===== config.mk =====
export PLATFORM = sky130hd
export DESIGN_NAME = proc_instr_sequencer
export DESIGN_NICKNAME = d
export VERILOG_FILES = /design/src/rtl/proc_instr_sequencer.sv
export SDC_FILE = /design/constraint.sdc
export NUM_CORES = 1
export LEC_CHECK = 0
export ABC_AREA = 1
export BUFFER_PORTS_ARGS = -buffer_cell sky130_fd_sc_hd__buf_2
export CAP_MARGIN = 20
export CELL_PAD_IN_SITES_DETAIL_PLACEMENT = 2
export CELL_PAD_IN_SITES_GLOBAL_PLACEMENT = 2
export CORE_UTILIZATION = 40
export DETAILED_ROUTE_END_ITERATION = 12
export PLACE_DENSITY = 0.75
export RECOVER_POWER = 25
export SLEW_MARGIN = 20
export SYNTH_ARGS = -nofsm -noshare
export SYNTH_HDL_FRONTEND = slang
export SYNTH_SLANG_ARGS = --single-unit

===== constraint.sdc =====
create_clock -name Clock -period 6.2 [get_ports Clock]
set_clock_uncertainty 0.2 [all_clocks]
set_input_delay 0.62 -clock Clock [delete_from_list [all_inputs] [get_ports Clock]]
set_output_delay 0.62 -clock Clock [all_outputs]
set_load 0.01 [all_outputs]

===== src/rtl/proc_instr_sequencer.sv =====
// Issue side of the DIN/Run/Done processor handshake. A writable program store
// is stepped one word per Run/Done exchange, and a hung core is caught by a wait timeout.
module proc_instr_sequencer #(
    parameter int unsigned ADDR_W  = 5,
    parameter int unsigned TIMEOUT = 8
) (
    input  logic              Clock,
    input  logic              Resetn,
    input  logic              Wr_en,
    input  logic [ADDR_W-1:0] Wr_addr,
    input  logic [15:0]       Wr_data,
    input  logic              Start,
    input  logic [ADDR_W:0]   Length,
    input  logic              Done,
    output logic [15:0]       DIN,
    output logic              Run,
    output logic              Busy,
    output logic              Finished,
    output logic              Timeout_err,
    output logic [ADDR_W-1:0] PC
);

    localparam int unsigned WORD_W = 16;
    localparam int unsigned LEN_W  = ADDR_W + 1;
    localparam int unsigned CNT_W  = 8;
    localparam int unsigned DEPTH  = 2 ** ADDR_W;

    typedef enum logic [1:0] {
        S_IDLE,
        S_ISSUE,
        S_WAIT,
        S_FIN
    } state_t;

    state_t             state;
    logic [WORD_W-1:0]  mem [DEPTH];
    logic [CNT_W-1:0]   wait_cnt;
    logic [LEN_W-1:0]   len_q;
    logic [LEN_W-1:0]   len_clamped;
    logic [ADDR_W-1:0]  last_pc;
    logic [CNT_W-1:0]   cnt_inc;

    // Runs longer than the store are cut to its depth so PC never wraps.
    assign len_clamped = (Length > LEN_W'(DEPTH)) ? LEN_W'(DEPTH) : Length;
    assign last_pc     = ADDR_W'(len_q - LEN_W'(1));
    assign cnt_inc     = wait_cnt + CNT_W'(1);

    // Program store: uninitialised, frozen while a program is executing.
    always_ff @(posedge Clock) begin
        if (Wr_en && !Busy) begin
            mem[Wr_addr] <= Wr_data;
        end
    end

    assign DIN = mem[PC];

    // Sequencer FSM; Run, Busy and Finished are registered alongside the state.
    always_ff @(posedge Clock or negedge Resetn) begin
        if (!Resetn) begin
            state       <= S_IDLE;
            PC          <= '0;
            Run         <= 1'b0;
            Busy        <= 1'b0;
            Finished    <= 1'b0;
            Timeout_err <= 1'b0;
            wait_cnt    <= '0;
            len_q       <= '0;
        end else begin
            Run      <= 1'b0;
            Finished <= 1'b0;
            case (state)
                S_IDLE: begin
                    if (Start) begin
                        Timeout_err <= 1'b0;
                        if (Length == '0) begin
                            Finished <= 1'b1;
                        end else begin
                            len_q <= len_clamped;
                            PC    <= '0;
                            Run   <= 1'b1;
                            Busy  <= 1'b1;
                            state <= S_ISSUE;
                        end
                    end
                end
                S_ISSUE: begin
                    // A Done seen here still belongs to the previous word.
                    wait_cnt <= '0;
                    state    <= S_WAIT;
                end
                S_WAIT: begin
                    wait_cnt <= cnt_inc;
                    if (Done) begin
                        if (PC == last_pc) begin
                            Finished <= 1'b1;
                            Busy     <= 1'b0;
                            state    <= S_FIN;
                        end else begin
                            PC    <= PC + ADDR_W'(1);
                            Run   <= 1'b1;
                            state <= S_ISSUE;
                        end
                    end else if (cnt_inc == CNT_W'(TIMEOUT)) begin
                        Timeout_err <= 1'b1;
                        Busy        <= 1'b0;
                        state       <= S_IDLE;
                    end
                end
                S_FIN: begin
                    state <= S_IDLE;
                end
                default: begin
                    Busy  <= 1'b0;
                    state <= S_IDLE;
                end
            endcase
        end
    end

endmodule

==> results of run 1 <==
[registers in the layout, summed over array words and instances, names as in the netlist]
name	count
PC	5
Busy	1
len_q	5
Timeout_err	1
wait_cnt	8
Run	1
state	2
mem	512
Finished	1
[stage by stage]
stage               hold slack [ps]  cells  worst slack, ps  cell area, um2
floorplan                     124.4   1753             3842           21770
global placement              263.3   2449             2199           22850
detailed placement            266.1   2449             2115           22850
CTS                           45.10   2554             1356           24650
global route                  97.13   2557             1191           24650
finish                        71.88   2557             1361           24650
[metal layers]
layer  up-vias  track usage
met1      7697       0.3327
met4         4      0.09645
li1       6401            -
met3       119      0.04245
met2       434       0.4561
met5         -            0
[cells in the mapped netlist, drive strengths merged (2+ instances only)]
cell,count
o21ai,211
nor2,247
nand2,346
dfrtp,24
buf,60
o22ai,65
ha,6
inv,36
nand4,5
edfxtp,512
mux2i,64
a21oi,66
nand3,69
clkinv,2
clkbuf,37
[worst min-delay path by stage]
stage,slack (ps),endpoint,from
6_report,70,len_q[1],Length[1]
5_1_grt,100,len_q[2],Length[2]
4_1_cts,50,len_q[1],Length[1]
3_5_place_dp,270,Timeout_err,Timeout_err
3_3_place_gp,260,Timeout_err,Timeout_err
2_1_floorplan,120,Busy,Resetn
[critical path: cells and delay by family, from the launching register on]
kind / cells / cell delay, ps
and+or+nand+nor: 5 / 1380
DFF: 1 / 1020
buffers and inverters: 2 / 770
AOI/OAI and AO/OA: 1 / 220
[power by group through the flow]
stage	clock network (uW)	registers (uW)	logic, uW
after CTS	3420	4110	1920
after global placement	0	4180	1790
after detailed placement	0	4190	1890
after global routing	3540	4130	2080
after floorplan	0	4140	1310
final	3370	4110	1890
[area by class of cell]
| class | count | area [um2] | area share |
|---|---|---|---|
| Antenna cell | 2 | 5.005 | 0.0002030 |
| Sequential cell | 536 | 15980 | 0.6483 |
| Tap cell | 696 | 870.8 | 0.03533 |
| Clock buffer | 76 | 1518 | 0.06157 |
| Inverter | 38 | 147.6 | 0.005989 |
| Clock inverter | 28 | 280.3 | 0.01137 |
| Multi-Input combinational cell | 1082 | 5221 | 0.2118 |
| Timing Repair Buffer | 99 | 628.1 | 0.02548 |
[kinds of logic (layout without fill, tap and decap cells)]
| kind of cell | count (synthesis) | count (layout) |
|---|---|---|
| AO/OA/AOI/OAI | 343 | 343 |
| flip-flops | 536 | 536 |
| buffers and inverters | 135 | 241 |
| AND/OR/NAND/NOR | 669 | 669 |
| other | 0 | 2 |
| multiplexers | 64 | 64 |
| adder cells (fa/ha/maj) | 6 | 6 |
[layout by cell type, fill, tap and decap left out, drive strengths merged]
master,count
edfxtp,512
nand2,346
nor2,247
o21ai,211
clkbuf,88
buf,86
nand3,69
a21oi,66
o22ai,65
mux2i,64
inv,38
dfrtp,24
clkinv,23
ha,6
nand4,5
bufinv,5
diode,2
nand3b,1
a22oi,1
nor3,1
dlygate4sd3,1
==> flow_summary.ini, run 1 <==
[worst_setup_path]
critPathArrivalTime_ps = 4020
crit_start = PC[1]
worstReg2RegStart = Busy
required_ps = 5380
path_common_cell = nand2_1
path_cells = nand2_2, buf_4, a21oi_1, nor2_1, nand2_1, nand3_1, nand2_1, buf_2
cp_max_fo = 41
r2r_cells = 4
worst-r2r-setup-slack_ps = 2920
end_kind = primary output
crit_type = reg2out
r2r-end = mem[29][12]
endpoint = DIN[12]
cp-start-kind = flop
critPathSlowestCell = dfrtp_2
slowest_delay_ps = 1020

[detailed_routing]
dr.first_iter.drc_count = 1076
ant_nets = 0
met3_length_um = 3969
firstDrtPassIters = 5
wl_um = 72320
viasPerCell = 5.731
met2_length_um = 36190
drc = 0
post_drt_wl_per_cell_um = 28.28
vias = 14660
wl_met1_um = 29820
maxUsedRoutingLayer = met5

[sta]
fmax_ghz = 0.2067
min_period_ps = 4839
slew_violations = 296
hold_viol = 0
fin_tns_setup_ps = 0
fin_crit_sh = 0.7805
tightest_slew_ps = 1613
rsz0062_at_grt = false
setup_violations = 0
relSlewSlack = -0.07565

[yosys]
synth_compound_area_frac = 0.08272
synth_nets = 1791
synth.avg_cell_area_um2 = 12.42
async_flop_share = 0.04478
synthDistinctLibCells = 27
synth_top_family_by_area = simple AND/OR/NAND/NOR gates
yosys-top-cells-area = edfxtp_1, nand2_1, nor2_1, o21ai_0, mux2i_1
ys_seq_area_frac = 0.7339
synthSimpleGateAreaFrac = 0.1212
synth.largest_area_cell = edfxtp_1
syn_area_um2 = 21770
ys_ff_latch = 536
yosysTopAreaCellShare = 0.7063
synth_xor_area_frac = 0
synthAdderAreaFrac = 0.003449
yosys_warnings = 0
synth_edf_count = 512
synthFlopType = edfxtp_1
netlist_instances = 1753
synth_mux_area_frac = 0.02943

[cts]
cts_tree = done
clock_sinks = 536
cts_root_buf = clkbuf_16
htree_levels = 2
cts_max_path_buffers = 3
cts_hold_buf = 1
post_cts_resized = 0
post_cts_buffers = 0
clkTransAtPathRegs_ps = 60
cts_buffers = 57
clock_latency_ps = 610

[hold_path]
min_path_type = in2reg
hold_depth = 3

[cells_and_area]
area_delta_synth_final_pct = 13.25
nNetsFinal = 1852
drive_above_1_share = 0.1038
fin_util = 0.4581
nFillCells = 5314

[global_route]
grt_usage = 0.2632
grt_pass1_vias = 16250
grt_max_degree = 122
grt-ovfl-total = 0
grt_pass1_wl_um = 106700
antenna_found_initial = 5

[status]
violations = capacitance limit, slew limit
status = finished, violations left

[die]
row_count = 85
dieArea_um2 = 55350
boundaryPins = 57
initial_core_util = 0.4045
fp.dieH_um = 235.3
core_area_um2 = 53810
die_w_um = 235.3

[place]
place.gp.congestion = 0.7776
io_buffers = 56
dpl.hpwl_um = 41980

[pwr]
clockPowerShare = 0.360
vdd_drop_max_mv = 0.2606
p_switching_uw = 2876
leakage_uw = 0.008548
p_comb_frac = 0.202
power_frac_seq = 0.439
intPower_uw = 6501
p_per_area_nw_per_um2 = 380.4
switching_share = 0.3067
power.total_uw = 9377

[job]
drv_cap = 9
No activity file was read; power rests on OpenSTA's default activity.
==> inputs of run 2 (changes only) <==
==> constraint.sdc (replaced) <==
create_clock -name Clock -period 4.6 [get_ports Clock]
set_clock_uncertainty 0.2 [all_clocks]
set_input_delay 0.46 -clock Clock [delete_from_list [all_inputs] [get_ports Clock]]
set_output_delay 0.46 -clock Clock [all_outputs]
set_load 0.01 [all_outputs]
==> run 2 against run 1 <==
  * The run still ends with capacitance limit, slew limit left
  * Setup slack got worse by 820 ps
  * Final area rose by 1.1%
  * Non-clock buffer count rose by 16
  * Highest routed layer unchanged
  * Sequential share of layout area fell by 0.72 points
  * Hold slack got worse by 29 ps
  * First-iteration DRC count fell by 1.5%
  * Register-to-register slack got worse by 1400 ps
  * Count of clock-buffer cells in the layout rose by 2
  * Largest cell class unchanged
  * Critical endpoint is now DIN[15]
  * Sequential power rose by 35%
==> flow_summary.ini, run 2 (synthesis gave the netlist of run 1 again) <==
[pwr]
p_comb_frac = 0.198
p_per_area_nw_per_um2 = 515.2
power_frac_seq = 0.432
intPower_uw = 8995
p_switching_uw = 3848
switching_share = 0.2996
leakage_uw = 0.008697
vdd_drop_max_mv = 0.3588
clockPowerShare = 0.370

[cts]
clkTransAtPathRegs_ps = 60
htree_levels = 2
cts_buffers = 59
clock_latency_ps = 600
post_cts_resized = 0
cts_max_path_buffers = 3
cts_tree = done
clock_sinks = 536
cts_root_buf = clkbuf_16

[sta]
relSlewSlack = -0.1034
slew_violations = 264
fin_tns_setup_ps = 0
rsz0062_at_grt = false
fmax_ghz = 0.2465
setup_violations = 0
fin_crit_sh = 0.8818
hold_viol = 0
tightest_slew_ps = 1655
min_period_ps = 4056

[worst_setup_path]
crit_type = reg2out
cp-start-kind = flop
end_kind = primary output
required_ps = 3940
cp_max_fo = 62
r2r_cells = 4
critPathArrivalTime_ps = 3400

[place]
dpl.hpwl_um = 41020
dpl.cell_count = 2458
place.gp.congestion = 0.7755
io_buffers = 56

[cells_and_area]
nNetsFinal = 1870
final_cell_count_no_fill = 2577
final_cell_mix = edfxtp_1, nand2_1, nor2_1
largest_reg_flops = 512
mostFrequentLayoutCell = edfxtp_1
area_delta_synth_final_pct = 14.53
largestRegisters = mem: 512 flops, wait_cnt: 8 flops
drive_above_1_share = 0.1102
top_register = mem

[global_route]
grt-ovfl-total = 0
grt_pass1_vias = 16410
antenna_found_initial = 4
grt_pass1_wl_um = 107500
grt_max_degree = 135
grt_usage = 0.2629

[detailed_routing]
dr.first_iter.drc_count = 1060
maxUsedRoutingLayer = met5
vias = 14690
wl_um = 72390
post_drt_wl_per_cell_um = 28.09
wl_met1_um = 29950
drc = 0
met2_length_um = 36990
met3_length_um = 3359
firstDrtPassIters = 5
viasPerCell = 5.698
ant_nets = 0

[die]
dieArea_um2 = 55350
initial_core_util = 0.4045
boundaryPins = 57
fp.dieH_um = 235.3
die_w_um = 235.3
row_count = 85
core_area_um2 = 53810

[hold_path]
hold_depth = 4
min_path_type = in2reg

[job]
drv_cap = 9

[status]
violations = capacitance limit, slew limit
status = finished, violations left
-- run 2: changes by cell type in the layout (fill, tap and decap cells not counted), sizes merged --
| cell | change |
|---|---|
| buf | +9 |
| dlygate4sd3 | +8 |
| clkinv | +3 |
| inv | -2 |
| bufinv | +1 |
| clkbuf | +1 |
-- run 2: final timing paths --
path	start	end	slack, ps
worst max-delay path	PC[0]	DIN[15]	540
min in group asynchronous	Resetn	len_q[1]	210
worst min register to register	Timeout_err	Timeout_err	290
worst min-delay path	Length[5]	len_q[3]	40
worst max register to register	Busy	mem[2][9]	1500
max in group asynchronous	Resetn	PC[0]	3530
-- run 2: repair_timing --
item / in CTS / in global routing
hold buffers: 9 / 0
endpoints found under the hold margin: 32 / 0
buffers inserted: 0 / 0
-- run 2: per-layer routing --
| metal | vias to the layer above | track usage |
|---|---|---|
| met4 | 6 | 0.07982 |
| met3 | 123 | 0.03834 |
| li1 | 6439 | - |
| met2 | 380 | 0.4668 |
| met5 | - | 0 |
| met1 | 7737 | 0.3319 |
-- run 2: worst max-delay path, stage by stage, from the launching register on --
cell	delay, ps
dfrtp_4	790
buf_4	770
o21ai_0	220
o22ai_1	220
nand2_1	90
nand2_1	80
nand3_1	220
nand2_1	190
buf_2	150
-- run 2: stage by stage --
stage               setup WS, ps    util  instance area (um2)  hold WS [ps]  total power [uW]
floorplan                   2402       -                21770        -35.59              7346
global placement            1318  0.4260                22920         263.4              7997
detailed placement          1222  0.4261                22930         281.5              8154
CTS                        545.0  0.4633                24930         3.419             12960
global route               396.7  0.4632                24930         59.73             13360
finish                     543.6  0.4632                24930         42.93             12840
-- run 2: layout make-up --
type / count / area, um2
timing repair buffer: 115 / 794.5
sequential: 536 / 15980
antenna: 2 / 5.005
multi-input combinational: 1082 / 5216
tap: 696 / 870.8
clock inverter: 30 / 282.8
fill: 5284 / 28890
clock buffer: 78 / 1632
inverter: 38 / 147.6
-- run 2: power by group through the flow --
stage / sequential [uW] / clock, uW / combinational [uW]
floorplan: 5580 / 0 / 1770
global placement: 5640 / 0 / 2360
detailed placement: 5650 / 0 / 2510
CTS: 5550 / 4840 / 2580
global route: 5570 / 5010 / 2790
finish: 5550 / 4750 / 2540
==> inputs of run 3 (changes only) <==
==> constraint.sdc (replaced) <==
create_clock -name Clock -period 4.6 [get_ports Clock]
set_clock_uncertainty 0.2 [all_clocks]
set_input_delay 0.46 -clock Clock [delete_from_list [all_inputs] [get_ports Clock]]
set_output_delay 0.46 -clock Clock [all_outputs]
set_load 0.05 [all_outputs]
==> run 3 against run 2 <==
  * The flow still finishes with violations (capacitance limit, slew limit)
  * Register-to-register slack worse by 80 ps
  * Power increased by 3.0%
  * Setup slack lost 23 ps
  * Utilization increased by 0.13 points
  * Final area increased by 0.27%
  * First-iteration DRC count increased by 15%
  * Critical path type unchanged
==> flow_summary.ini, run 3 (synthesis gave the netlist of run 1 again) <==
[worst_setup_path]
worst-r2r-setup-slack_ps = 1420
path_cells = buf_4, nand2_2, buf_4, a21oi_1, nor2_1, nand2_1, nand3_1, nand2_1, buf_2
crit_type = reg2out
required_ps = 3940
cp.depth = 9
endpoint = DIN[10]
cp_max_fo = 35
critPathSlowestCell = nand2_2
critPathArrivalTime_ps = 3420
crit_start = PC[1]
path_buf_inv = 3
r2r_cells = 4
cp-start-kind = flop
end_kind = primary output
worstReg2RegStart = Busy
crit_family = buffers and inverters
r2r-end = mem[21][2]
slowest_delay_ps = 660

[sta]
slew_violations = 164
timing.hold.ws_ps = 31.33
hold_viol = 0
setup_violations = 0
min_period_ps = 4080
tightest_slew_ps = 1664
rsz0062_at_grt = false
fin_crit_sh = 0.8869
fmax_ghz = 0.2451
relSlewSlack = -0.1092
fin_tns_setup_ps = 0

[cts]
cts_tree = done
cts_root_buf = clkbuf_16
post_cts_buffers = 0
cts_buffers = 58
clkTransAtPathRegs_ps = 60
htree_levels = 2
cts_max_path_buffers = 3
clock_latency_ps = 620
clock_sinks = 536

[global_route]
grt_pass1_wl_um = 105500
grt_max_degree = 148
grt_usage = 0.2596
grt_pass1_vias = 16420
use_met2 = 0.4494
antenna_found_initial = 1
grt-ovfl-total = 0
use_met1 = 0.3343
globalRouteMet3Util = 0.03459
grt-busiest-layer = met2

[job]
drv_cap = 7

[cells_and_area]
nNetsFinal = 1870
top_register = mem
final_cell_mix = edfxtp_1, nand2_1, nor2_1
drive_above_1_share = 0.1127
mostFrequentLayoutCell = edfxtp_1
postLayoutCellArea_um2 = 25000
largestRegisters = mem: 512 flops, wait_cnt: 8 flops
fin_util = 0.4645
area_delta_synth_final_pct = 14.84
nFillCells = 5305
largest_reg_flops = 512

[place]
place.gp.congestion = 0.7854
dpl.hpwl_um = 42040
io_buffers = 56
dpl-instance-area_um2 = 22930

[status]
status = finished, violations left
violations = capacitance limit, slew limit

[pwr]
p_per_area_nw_per_um2 = 529.2
power.total_uw = 13230
vdd_drop_max_mv = 0.3832
leakage_uw = 0.008719

[detailed_routing]
vias = 14670
drc = 0
dr.first_iter.drc_count = 1214
wl_um = 71190
viasPerCell = 5.687
ant_nets = 0
post_drt_wl_per_cell_um = 27.60
firstDrtPassIters = 5

[die]
core_area_um2 = 53810
die_w_um = 235.3
dieArea_um2 = 55350
fp.dieH_um = 235.3
boundaryPins = 57
row_count = 85
initial_core_util = 0.4045

[hold_path]
min_path_type = in2reg
run 3: changes by cell type in the layout (fill, tap and decap cells not counted), moves of 2 or more:
cell / previous run / this run
bufinv_16: 6 / 9
clkbuf_16: 62 / 58
dlygate4sd3_1: 9 / 11
clkinv_2: 10 / 13
clkbuf_1: 25 / 18
clkinv_1: 16 / 18
run 3: what timing repair did:
action	in CTS	in global routing
hold endpoints to repair	33	0
resized for setup	0	0
hold buffers	11	0
run 3: worst min-delay path by stage:
stage	start	to	slack, ps	cells past startpoint
6_report	Length[5]	len_q[2]	30	4
5_1_grt	Length[5]	len_q[2]	70	4
4_1_cts	Length[5]	len_q[2]	2	4
3_5_place_dp	Timeout_err	Timeout_err	280	2
3_3_place_gp	Timeout_err	Timeout_err	260	2
2_1_floorplan	Resetn	Busy	-40	0
run 3: routing by layer:
layer	vias to the layer above	share of wire
met4	2	0.032
met5	-	0.00018
met1	7706	0.41
met3	116	0.056
li1	6434	-
met2	410	0.50
run 3: report_power, final:
part	switching (uW)	internal, uW
registers	57.6	5440
logic	2140	749
clock network	1990	2850
run 3: cell type report:
| type | instances | area, um2 | share of cell area |
|---|---|---|---|
| repair buffers | 116 | 808.3 | 0.03234 |
| flip-flops and latches | 536 | 15980 | 0.6393 |
| diodes | 2 | 5.005 | 0.0002002 |
| inverters | 38 | 147.6 | 0.005907 |
| clock buffers | 68 | 1509 | 0.06037 |
| well taps | 696 | 870.8 | 0.03484 |
| clock inverters | 41 | 454.2 | 0.01817 |
| multi-input cells | 1082 | 5221 | 0.2089 |
run 3: stage by stage:
| step | worst slack (ps) | cells |
|---|---|---|
| final | 520.5 | 2579 |
| after global routing | 314.9 | 2577 |
| after CTS | 441.8 | 2577 |
| after detailed placement | 1145 | 2457 |
| after global placement | 1220 | 2456 |
| after floorplan | 1939 | 1753 |
run 3: worst register-to-register path: cells and delay by family (launching register included):
kind                   cells  cell delay [ps]
and+or+nand+nor            3             1870
buffers and inverters      1              390
DFF                        1              400
